`config.mk`:
```
export PLATFORM = sky130hd
export DESIGN_NAME = restoring_div
export DESIGN_NICKNAME = d
export VERILOG_FILES = /design/src/rtl/restoring_div.sv
export SDC_FILE = /design/constraint.sdc
export NUM_CORES = 1
export LEC_CHECK = 0
export CORE_MARGIN = 4
export CORE_UTILIZATION = 55
export DETAILED_ROUTE_END_ITERATION = 6
export MAX_ROUTING_LAYER = met4
export PLACE_DENSITY = 0.78
export REMOVE_ABC_BUFFERS = 1
export SLEW_MARGIN = 20
export SYNTH_ARGS = -nofsm -noshare
export SYNTH_HDL_FRONTEND = slang
export SYNTH_SLANG_ARGS = --single-unit
```
`constraint.sdc`:
```
create_clock -name clk -period 2.4 [get_ports clk]
set_input_delay 0.36 -clock clk [delete_from_list [all_inputs] [get_ports clk]]
set_output_delay 0.36 -clock clk [all_outputs]
set_load 0.02 [all_outputs]
```
`src/rtl/restoring_div.sv`:
```
// Unsigned sequential restoring divider: 2W-bit dividend / W-bit divisor,
// operands loaded over a W-bit bus in three beats, one quotient bit per clock.
//
// state  | meaning
// IDLE   | ready, waiting for start; captures dividend high half
// LD_LO  | capture dividend low half
// LD_DIV | capture divisor; divide-by-zero short-cuts to DONE
// ITER   | one shift/trial-subtract step per clock, 2W steps
// DONE   | one-cycle done pulse, results valid
module restoring_div #(
  parameter int W = 5
) (
  input  logic           clk,
  input  logic           rst,
  input  logic [W-1:0]   inbus,
  input  logic           start,
  output logic           ready,
  output logic           done,
  output logic [2*W-1:0] result,
  output logic [W-1:0]   remainder,
  output logic           div_by_zero
);

  localparam int CW = $clog2(2*W+1);

  typedef enum logic [2:0] {
    IDLE,
    LD_LO,
    LD_DIV,
    ITER,
    DONE
  } state_t;

  state_t         state;
  logic [2*W-1:0] quo;
  logic [W:0]     prem;
  logic [W-1:0]   divisor;
  logic [CW-1:0]  cnt;

  logic [W:0]     shifted;
  logic [W+1:0]   trial;
  logic           q_bit;
  logic [W:0]     prem_next;
  logic [2*W-1:0] quo_next;

  // Partial remainder stays below the divisor, so the shifted value is below
  // 2*divisor and fits W+1 bits; the extra MSB of trial is the borrow.
  always_comb begin
    shifted   = {prem[W-1:0], quo[2*W-1]};
    trial     = {1'b0, shifted} - {2'b00, divisor};
    q_bit     = ~trial[W+1];
    prem_next = q_bit ? trial[W:0] : shifted;
    quo_next  = {quo[2*W-2:0], q_bit};
  end

  always_ff @(posedge clk or negedge rst) begin
    if (!rst) begin
      state       <= IDLE;
      ready       <= 1'b1;
      done        <= 1'b0;
      result      <= '0;
      remainder   <= '0;
      div_by_zero <= 1'b0;
      quo         <= '0;
      prem        <= '0;
      divisor     <= '0;
      cnt         <= '0;
    end else begin
      unique case (state)
        IDLE: begin
          if (start) begin
            quo[2*W-1:W] <= inbus;
            div_by_zero  <= 1'b0;
            ready        <= 1'b0;
            state        <= LD_LO;
          end
        end
        LD_LO: begin
          quo[W-1:0] <= inbus;
          state      <= LD_DIV;
        end
        LD_DIV: begin
          divisor <= inbus;
          if (inbus == '0) begin
            result      <= '1;
            remainder   <= '1;
            div_by_zero <= 1'b1;
            done        <= 1'b1;
            state       <= DONE;
          end else begin
            prem  <= '0;
            cnt   <= CW'(2*W);
            state <= ITER;
          end
        end
        ITER: begin
          prem <= prem_next;
          quo  <= quo_next;
          cnt  <= cnt - 1'b1;
          if (cnt == CW'(1)) begin
            result    <= quo_next;
            remainder <= prem_next[W-1:0];
            done      <= 1'b1;
            state     <= DONE;
          end
        end
        DONE: begin
          done  <= 1'b0;
          ready <= 1'b1;
          state <= IDLE;
        end
        default: state <= IDLE;
      endcase
    end
  end

endmodule

```
==> flow_summary.json <==
{
  "status": "finished clean",
  "fillers": 328,
  "dpl.cell_count": 279,
  "htreeDepth": 2,
  "grt_max_degree": 28,
  "synth_common_cells": "44 x dfrtp_1, 24 x nand2_1, 19 x o21ai_0, 11 x a21oi_1, 11 x mux2i_1",
  "rr_startpoint": "quo[9]",
  "dp_hpwl_um": 3360,
  "io_pins": 26,
  "synth_edf_count": 0,
  "fin_tns_setup_ns": 0,
  "cts-buffers-inserted": 5,
  "antenna_found_initial": 0,
  "row_count": 23,
  "drtAntennaViolNets": 0,
  "path_class": "reg2reg",
  "area_growth_pct": 19.7,
  "path_clk_slew_ns": 0.09,
  "antenna_cells": 0,
  "required_ns": 2.61,
  "drc": 0,
  "end_kind": "flip-flop",
  "cts_tree": "built",
  "wl_per_cell_um": 16.4,
  "maxCapViolations": 0,
  "start_util_pct": 56.7,
  "vdd_drop_max_uv": 716,
  "drive_gt1_share_pct": 14.3,
  "hold_path.class": "reg2reg",
  "synth_area_leader_cell": "dfrtp_1",
  "cts_max_path_buffers": 2,
  "grt_overflow": 0,
  "r2r_end": "prem[0]",
  "syn-mean-instance-area_um2": 11.1,
  "clock_latency_ns": 0.30,
  "place.gp.congestion": 0.880,
  "regToRegSetupSlack_ns": 0.21,
  "period_minus_slack_ns": 2.19,
  "ys_warn_count": 0,
  "cp.arrival_ns": 2.40,
  "synth.most_common_cell": "dfrtp_1",
  "grt_usage_pct": 21.3,
  "path_cells": "inv_1 > ha_1 > inv_1 > fa_1 > a211oi_2 > o21a_2 > mux2_2 > o21ai_0",
  "portBuffers": 25,
  "synth_top_cells_by_area": "dfrtp_1 49%, mux2i_1 4.9%, o21ai_0 4.2%",
  "drv_slew": 0,
  "yosysSeqAreaShare_pct": 50.0,
  "cp_max_fo": 4,
  "dieArea_mm2": 0.00519,
  "crit_top_cell": "inv_1",
  "nets": 253,
  "reg2reg_depth": 8,
  "vias_per_cell": 5.64,
  "cp_slowest_cell": "fa_1",
  "worst_pin_slew_ns": 0.490,
  "cp-endpoint": "prem[0]",
  "die_w_um": 72.0,
  "drt_wl_total_um": 4710,
  "vias": 1623,
  "synthCells": 203,
  "dr.pass1.iters": 4,
  "fin_worst_skew_ns": 0.0121,
  "die_h_um": 72.0,
  "stdcell_count": 288,
  "critPathLaunchType": "flip-flop",
  "rsz0062_at_grt": "false",
  "grt_pass1_vias": 1615,
  "leakage_uw": 0.00119,
  "slew_headroom_pct": 67.1,
  "drt_iter0_drc": 204,
  "core_mm2": 0.00397,
  "finalHoldViolCount": 0,
  "clock_sinks": 45,
  "fin_crit_sh_pct": 91.1,
  "synth_top_cell_area_share_pct": 48.9,
  "clock-root-buffer": "clkbuf_8",
  "ys_seq_elements": 45,
  "slowest_delay_ns": 0.41,
  "crit_start": "quo[9]",
  "setup_viol": 0,
  "max_freq_ghz": 0.457,
  "grt_pass1_wl_um": 8110,
  "powerDensity_mw_per_mm2": 1500,
  "syn_area_mm2": 0.00225,
  "synthDistinctLibCells": 47,
  "yosys_most_used_dff": "dfrtp_1",
  "ys_async_sr_fraction_pct": 100
}
[cells in the final DEF (no fill, tap or decap), types with 10 or more instances in the layout]
master,Yosys,layout
dfrtp_1,44,44
clkdlybuf4s50_1,0,24
inv_1,10,10
o21ai_0,19,18
mux2i_1,11,11
buf_4,1,10
nand2_1,24,24
a21oi_1,11,11
[critical path, delay by kind of cell (launching register included)]
family,cells,cell delay (ns)
fa+ha+maj,2,0.58
mux,1,0.37
buf+inv,2,0.15
compound gates,3,0.62
flops,1,0.37
[kinds of logic (layout without fill, tap and decap cells)]
| kind of cell | after synthesis | count (layout) | share of synthesized area, % |
|---|---|---|---|
| compound gates | 62 | 62 | 21.1 |
| simple gates | 53 | 53 | 12.7 |
| flops | 45 | 45 | 50.0 |
| buf+inv | 19 | 54 | 4.28 |
| mux | 14 | 14 | 6.39 |
| fa+ha+maj | 8 | 8 | 4.77 |
| xor+xnor | 2 | 2 | 0.777 |
[metrics by stage]
step	area, um2	power, uW	util (%)	setup WS (ns)	hold WS (ns)
final	2700	4040	67.9	0.213	0.500
after detailed placement	2580	3470	64.9	0.177	0.308
after global routing	2700	4390	67.9	0.0187	0.514
after CTS	2700	4060	67.9	0.153	0.504
after floorplan	2190	2740	-	0.295	0.0644
after global placement	2580	3420	64.9	0.203	0.306
[state kept, by name, summed over array words and instances (netlist names)]
name / count
done: 1
divisor: 5
state: 3
cnt: 4
prem: 5
quo: 10
div_by_zero: 1
result: 10
remainder: 5
ready: 1
[cell type report]
type,instances,area [um2],share of cell area (%)
multi-input combinational,139,1030,38.2
sequential,45,1130,41.8
inverter,10,37.5,1.39
timing repair buffer,36,330,12.3
tap,50,62.6,2.32
clock inverter,2,35.0,1.30
clock buffer,6,72.6,2.69
[where the power goes]
part	internal [uW]	switching, uW	total [uW]
sequential	1130	239	1370
clock	309	250	559
combinational	986	1120	2100
[repair_timing]
action	4_1_cts	5_1_grt
hold buffers	1	0
endpoints found under the hold margin	17	0
buffers inserted	0	0
setup endpoints to repair	0	2
gates resized for setup	0	2
[worst min path at each step]
stage / startpoint / end / slack, ns / depth (start not counted)
after global routing: result[6] / result[6] / 0.51 / 1
after CTS: result[2] / result[2] / 0.50 / 1
final: result[2] / result[2] / 0.50 / 1
after detailed placement: rst / result[3] / 0.31 / 1
after floorplan: rst / cnt[0] / 0.06 / 0
after global placement: rst / result[3] / 0.31 / 1
[layer usage]
metal / wire length (um) / vias up / track usage (%)
met3: 222 / 8 / 4.99
li1: - / 788 / -
met1: 2200 / 786 / 28.4
met2: 2190 / 41 / 31.8
met4: 97 / 0 / 8.14
met5: 0 / - / -
Note: power is estimated with default switching activity, not from simulation.
==> edit 1: new RTL, config.mk and constraints unchanged <==
The 5 states of `state_t` get a Gray code encoding in 3 bits.
--- a/src/rtl/restoring_div.sv
+++ b/src/rtl/restoring_div.sv
@@ -26,7 +26,7 @@
   typedef enum logic [2:0] {
-    IDLE,
-    LD_LO,
-    LD_DIV,
-    ITER,
-    DONE
+    IDLE   = 3'b000,
+    LD_LO  = 3'b001,
+    LD_DIV = 3'b011,
+    ITER   = 3'b010,
+    DONE   = 3'b110
   } state_t;
Behaviour: same outputs for any inputs over 10 cycles, from zero or initial values and one cycle with rst low; not proved beyond that.
==> edit 1 against the original RTL <==
Sequential cell count unchanged; design area up 0.32%; count of clock-buffer cells in the layout up 2; critical path type unchanged; combinational power up 6%; setup slack worse by 51 ps; synthesized area up 1.0%; die area up 0.88%; total power up 1.8%; routed wire length up 3.9%; critical path depth unchanged.
==> edit 1: results (changes against the original RTL) <==
- Status: completed
- Later-pin clock latency in the skew report: 300 ps (about the same)
- Antenna fix cells: 0 (unchanged)
- WL met1: 2.31 mm (+4.7%)
- Worst path slowest cell: fa_1
- Htree depth: 2 (unchanged)
- Worst reg-to-reg path cell count: 8 (unchanged)
- Drt first pass iters: 4 (unchanged)
- WL met3: 181 µm (-18%)
- Critical-path maximum fanout: 6 (+2)
- Slew margin rel.: 55.1% (-12 points)
- Arr. time, crit path: 2420 ps (+20 ps)
- Avg WL per Cell: 16.7 µm (+2.2%)
- CTS Root Cell: clkbuf_8
- Residual DRC count: 0 (unchanged)
- Hold_ws: 87.2 ps (-413 ps)
- Total CTS buffers: 5 (unchanged)
- Max incr delay on CP: approximately 400 ps
- Setup bufs post-CTS: 0 (unchanged)
- CTS clk-pin slew, worst paths: about 80 ps
- Layout Nets: 258 (+2.0%)
- GRT Resource Usage Total: 21.5% (+0.13 points)
- Initial detailed-routing violation count: 102 (-50%)
- Antenna violations before repair: 0 (unchanged)
- Crit Reg-Reg Endpoint: prem[1]
- Largest net degree at the start of global routing: 31 (+11%)
- R2r setup slk: 160 ps (-50 ps)
- Vias in the first global route: 1,699 (+5.2%)
- Leakage: 1.17 nW (-1.7%)
- Top Layer Used: met4
- Ys async rst share: 100% (unchanged)
- Layout cell share with drive strength beyond 1: 17.3% (+3.0 points)
- Ys Warns: 0 (unchanged)
- Main flop type after synthesis: dfrtp_1
- Post-detail-place hpwl: 3.63 mm (+8.1%)
- P_sw: 1.69 mW (+4.9%)
- Netlist cell types: 49 (+4.3%)
- HP Class: primary input to async pin
- First-pass GRT wire length: 8.29 mm (+2.2%)
- Cell taking the most area after synthesis: dfrtp_1
- Port bufs: 25 (unchanged)
- Met2 wire length: 2.29 mm (+4.6%)
- Vias/cell: 5.80 (+3.0%)
- Top cells by count, synth: dfrtp_1, nor2_1, inv_1, a21oi_1
- R2R Path Start: quo[9]
- Post-route clock skew: 8.70 ps (-3.41 ps)
- GP Congestion: 0.876 (-0.51%)
- Peak VDD IR: 0.000616 V (-14%)
- Register area share after synthesis: 49.5% (-0.50 points)
- Final setup violation count: 0 (unchanged)
- Clock buffer depth: 2 (unchanged)
- Synth top area cells: dfrtp_1, mux2_2, mux2i_1
==> edit 1: cell families after synthesis <==
group,count (synthesis),synth area share [%]
DFF,45,49.5
xor gates and xnor gates,2,0.770
and+or+nand+nor,46,12.1
muxes,21,9.79
AOI/OAI and AO/OA,58,17.4
adders and majority gates,8,4.73
buffers and inverters,26,5.66
==> edit 1: metal layers <==
metal / global-route usage, % / up-vias
met4: 9.19 / 0
met5: - / -
met1: 28.0 / 838
met2: 32.1 / 41
li1: - / 808
met3: 4.85 / 13
==> edit 1: power by group through the flow <==
stage          clock network (mW)  logic (mW)  registers, mW
3_3_place_gp                    0        2.15           1.42
6_report                    0.454        2.23           1.42
2_1_floorplan                   0        1.29           1.57
4_1_cts                     0.468        2.25           1.42
5_1_grt                     0.498        2.48           1.47
3_5_place_dp                    0        2.23           1.43
==> edit 1: timing repair <==
| action | 4_1_cts | 5_1_grt |
|---|---|---|
| gates resized for setup | 0 | 1 |
| hold buffers | 0 | 0 |
| setup endpoints to repair | 0 | 6 |
==> edit 1: how the worst max path moves through the flow <==
stage          slack (ps)  cells after the start        end  startpoint
2_1_floorplan          20                      4  result[6]    state[1]
3_3_place_gp          130                      6  result[3]    inbus[3]
3_5_place_dp           70                      6  result[3]    inbus[3]
4_1_cts                60                      8    prem[1]      quo[9]
5_1_grt                 6                      8    prem[1]      quo[9]
6_report              160                      8    prem[1]      quo[9]
==> edit 1: critical path, delay by kind of cell, from the launching register on <==
kind,cells,cell delay (ps)
AO/OA/AOI/OAI,3,750
adder cells (fa/ha/maj),2,560
buffers and inverters,2,140
flip-flops,1,380
multiplexers,1,290
==> edit 1: cell type report <==
type / count / area [µm²]
Clock buffer: 8 / 80.1
Fill cell: 309 / 1290
Inverter: 15 / 56.3
Multi-Input combinational cell: 135 / 1020
Sequential cell: 45 / 1130
Tap cell: 50 / 62.6
Timing Repair Buffer: 40 / 358
==> edit 1: per-stage QoR <==
| stage | total power, mW | std cells | instance area, µm² | setup WS [ps] |
|---|---|---|---|---|
| floorplan | 2.87 | 195 | 2200 | 22.6 |
| global placement | 3.57 | 285 | 2620 | 129 |
| detailed placement | 3.66 | 285 | 2620 | 70.1 |
| CTS | 4.14 | 293 | 2700 | 60.5 |
| global route | 4.45 | 293 | 2710 | 5.68 |
| finish | 4.11 | 293 | 2710 | 162 |
==> edit 2: new RTL, same flow settings <==
Made on the original files. Set the parameter `W` to 10 (it was 5).
--- a/src/rtl/restoring_div.sv
+++ b/src/rtl/restoring_div.sv
@@ -10,3 +10,3 @@
 module restoring_div #(
-  parameter int W = 5
+  parameter int W = 10
 ) (
Interface: changed (resized inbus, remainder and result); port bits go from 26 to 46. No check against the original RTL was run, so the function may have changed too.
==> edit 2 against the original RTL <==
Setup slack worse by 59 ps; largest cell class unchanged; total power grew 90%; synthesized cell count up 100%; via count is 93% higher; sequential cell count is 36 higher; largest power group unchanged; design area rose by 79%; synthesized area up 75%; routed wire length up 94%.
==> edit 2: results (changes against the original RTL) <==
- Status: completed
- Compound-Gate Fraction of Synth Area: 17.9% (-3.2 points)
- First-pass GRT wire length: 15.2 mm (+88%)
- Layout cell share with drive strength beyond 1: 10.9% (-3.4 points)
- Peak VDD IR: 0.00101 V (+41%)
- Max incr delay on CP: 360 ps (-50 ps)
- Vias in the first global route: 3,094 (+92%)
- Mux share of post-synthesis cell area: 4.59% (-1.8 points)
- Arr. time, crit path: 2460 ps (+60 ps)
- Post-detail-place hpwl: 6.41 mm (+91%)
- Placement Cell Area: 4610 µm² (+79%)
- Beginning of the critical path: divisor[1]
- Met3 Usage GRT: 4.14% (-0.84 points)
- Largest registers: quo: 20 flops, result: 20 flops
- Netlist cell types: 44 (-6.4%)
- M2 GR Usage: 36.2% (+4.4 points)
- Synth Area in Adders: 4.31% (-0.47 points)
- Main flop type after synthesis: dfrtp_1
- Total Routed Length: 9.12 mm (+94%)
- Fill count: 519 (+58%)
- Largest net degree at the start of global routing: 48 (+71%)
- Post-route clock skew: 9.93 ps (-2.18 ps)
- Critical-path maximum fanout: 7 (+3)
- Met1 Usage GRT: 30.6% (+2.2 points)
- Clock buffer depth: 2 (unchanged)
- GP Congestion: 0.909 (+3.3%)
- HP Class: primary input to async pin
- Slew margin rel.: 54.9% (-12 points)
- GRT Resource Usage Total: 23.4% (+2.1 points)
- Register area share after synthesis: 51.3% (+1.3 points)
- Vias/cell: 5.47 (-3.0%)
- Net Sw Frac: 43.2% (+3.4 points)
- Port bufs: 45 (+80%)
- Leakage: 2.13 nW (+79%)
- Total CTS buffers: 9 (+4)
- Synth top area cells: dfrtp_1, o21ai_0, mux2i_1
- Htree depth: 3 (+1)
- Initial detailed-routing violation count: 174 (-15%)
- Post-Synth XOR/XNOR Area: 1.77% (+1.0 points)
- Layout Nets: 499 (+97%)
- Top cells by count, synth: dfrtp_1, nor2_1, o21ai_0, nand2_1, inv_1
[edit 2: cell count changes in the layout (fill, tap and decap cells not counted), sizes merged, moves of 20 or more]
cell / before / now
dfrtp: 44 / 80
o21ai: 20 / 51
inv: 10 / 35
clkdlybuf4s50: 24 / 44
nor2: 8 / 45
[edit 2: final cells by class]
cell class	instances	area [µm²]	area share (%)
inverter	34	128	2.64
clock inverter	6	67.6	1.40
multi-input combinational	275	1680	34.7
tap	96	120	2.49
clock buffer	10	128	2.64
sequential	81	2030	42.0
timing repair buffer	72	678	14.1
[edit 2: timing repair]
item | in CTS | in global routing
hold endpoints to repair | 33 | 0
hold buffers | 1 | 0
gates resized for setup | 0 | 2
endpoints found under the setup margin | 0 | 3
[edit 2: critical path: cells and delay by family, from the launching register on]
family	cells	cell delay, ps
adder cells (fa/ha/maj)	1	250
flip-flops	1	360
AND/OR/NAND/NOR	2	310
multiplexers	1	250
buffers and inverters	2	310
AO/OA/AOI/OAI	3	620
[edit 2: worst paths after layout]
kind,slack [ps],depth (start not counted),end
max,150,9,prem[8]
min,490,2,result[4]
max reg2reg,150,9,prem[8]
min reg2reg,500,2,div_by_zero
max in group asynchronous,1310,3,prem[6]
min in group clk,500,2,div_by_zero
[edit 2: metrics by stage]
stage | setup slack [ps] | hold slack [ps] | cells
global route | 33.1 | 507 | 574
finish | 154 | 486 | 574
floorplan | -542 | 64.4 | 390
CTS | 115 | 490 | 574
detailed placement | 97.1 | 346 | 557
global placement | 150 | 339 | 557
[edit 2: routing by layer]
layer	vias to the layer above	share of wire, %
li1	1537	-
met1	1504	46
met2	76	47
met3	21	4.0
met4	0	2.7
met5	-	0
[edit 2: power groups by stage]
stage | combinational [mW] | sequential, mW | clock [mW]
6_report | 4.27 | 2.40 | 1.00
5_1_grt | 4.72 | 2.49 | 1.08
2_1_floorplan | 2.37 | 2.68 | 0
3_5_place_dp | 4.22 | 2.42 | 0
3_3_place_gp | 4.06 | 2.39 | 0
4_1_cts | 4.26 | 2.40 | 1.02
[edit 2: logic make-up after synthesis]
family,count (synthesis)
AOI/OAI and AO/OA,119
xor gates and xnor gates,8
buffers and inverters,57
DFF,81
and+or+nand+nor,117
adders and majority gates,13
muxes,18
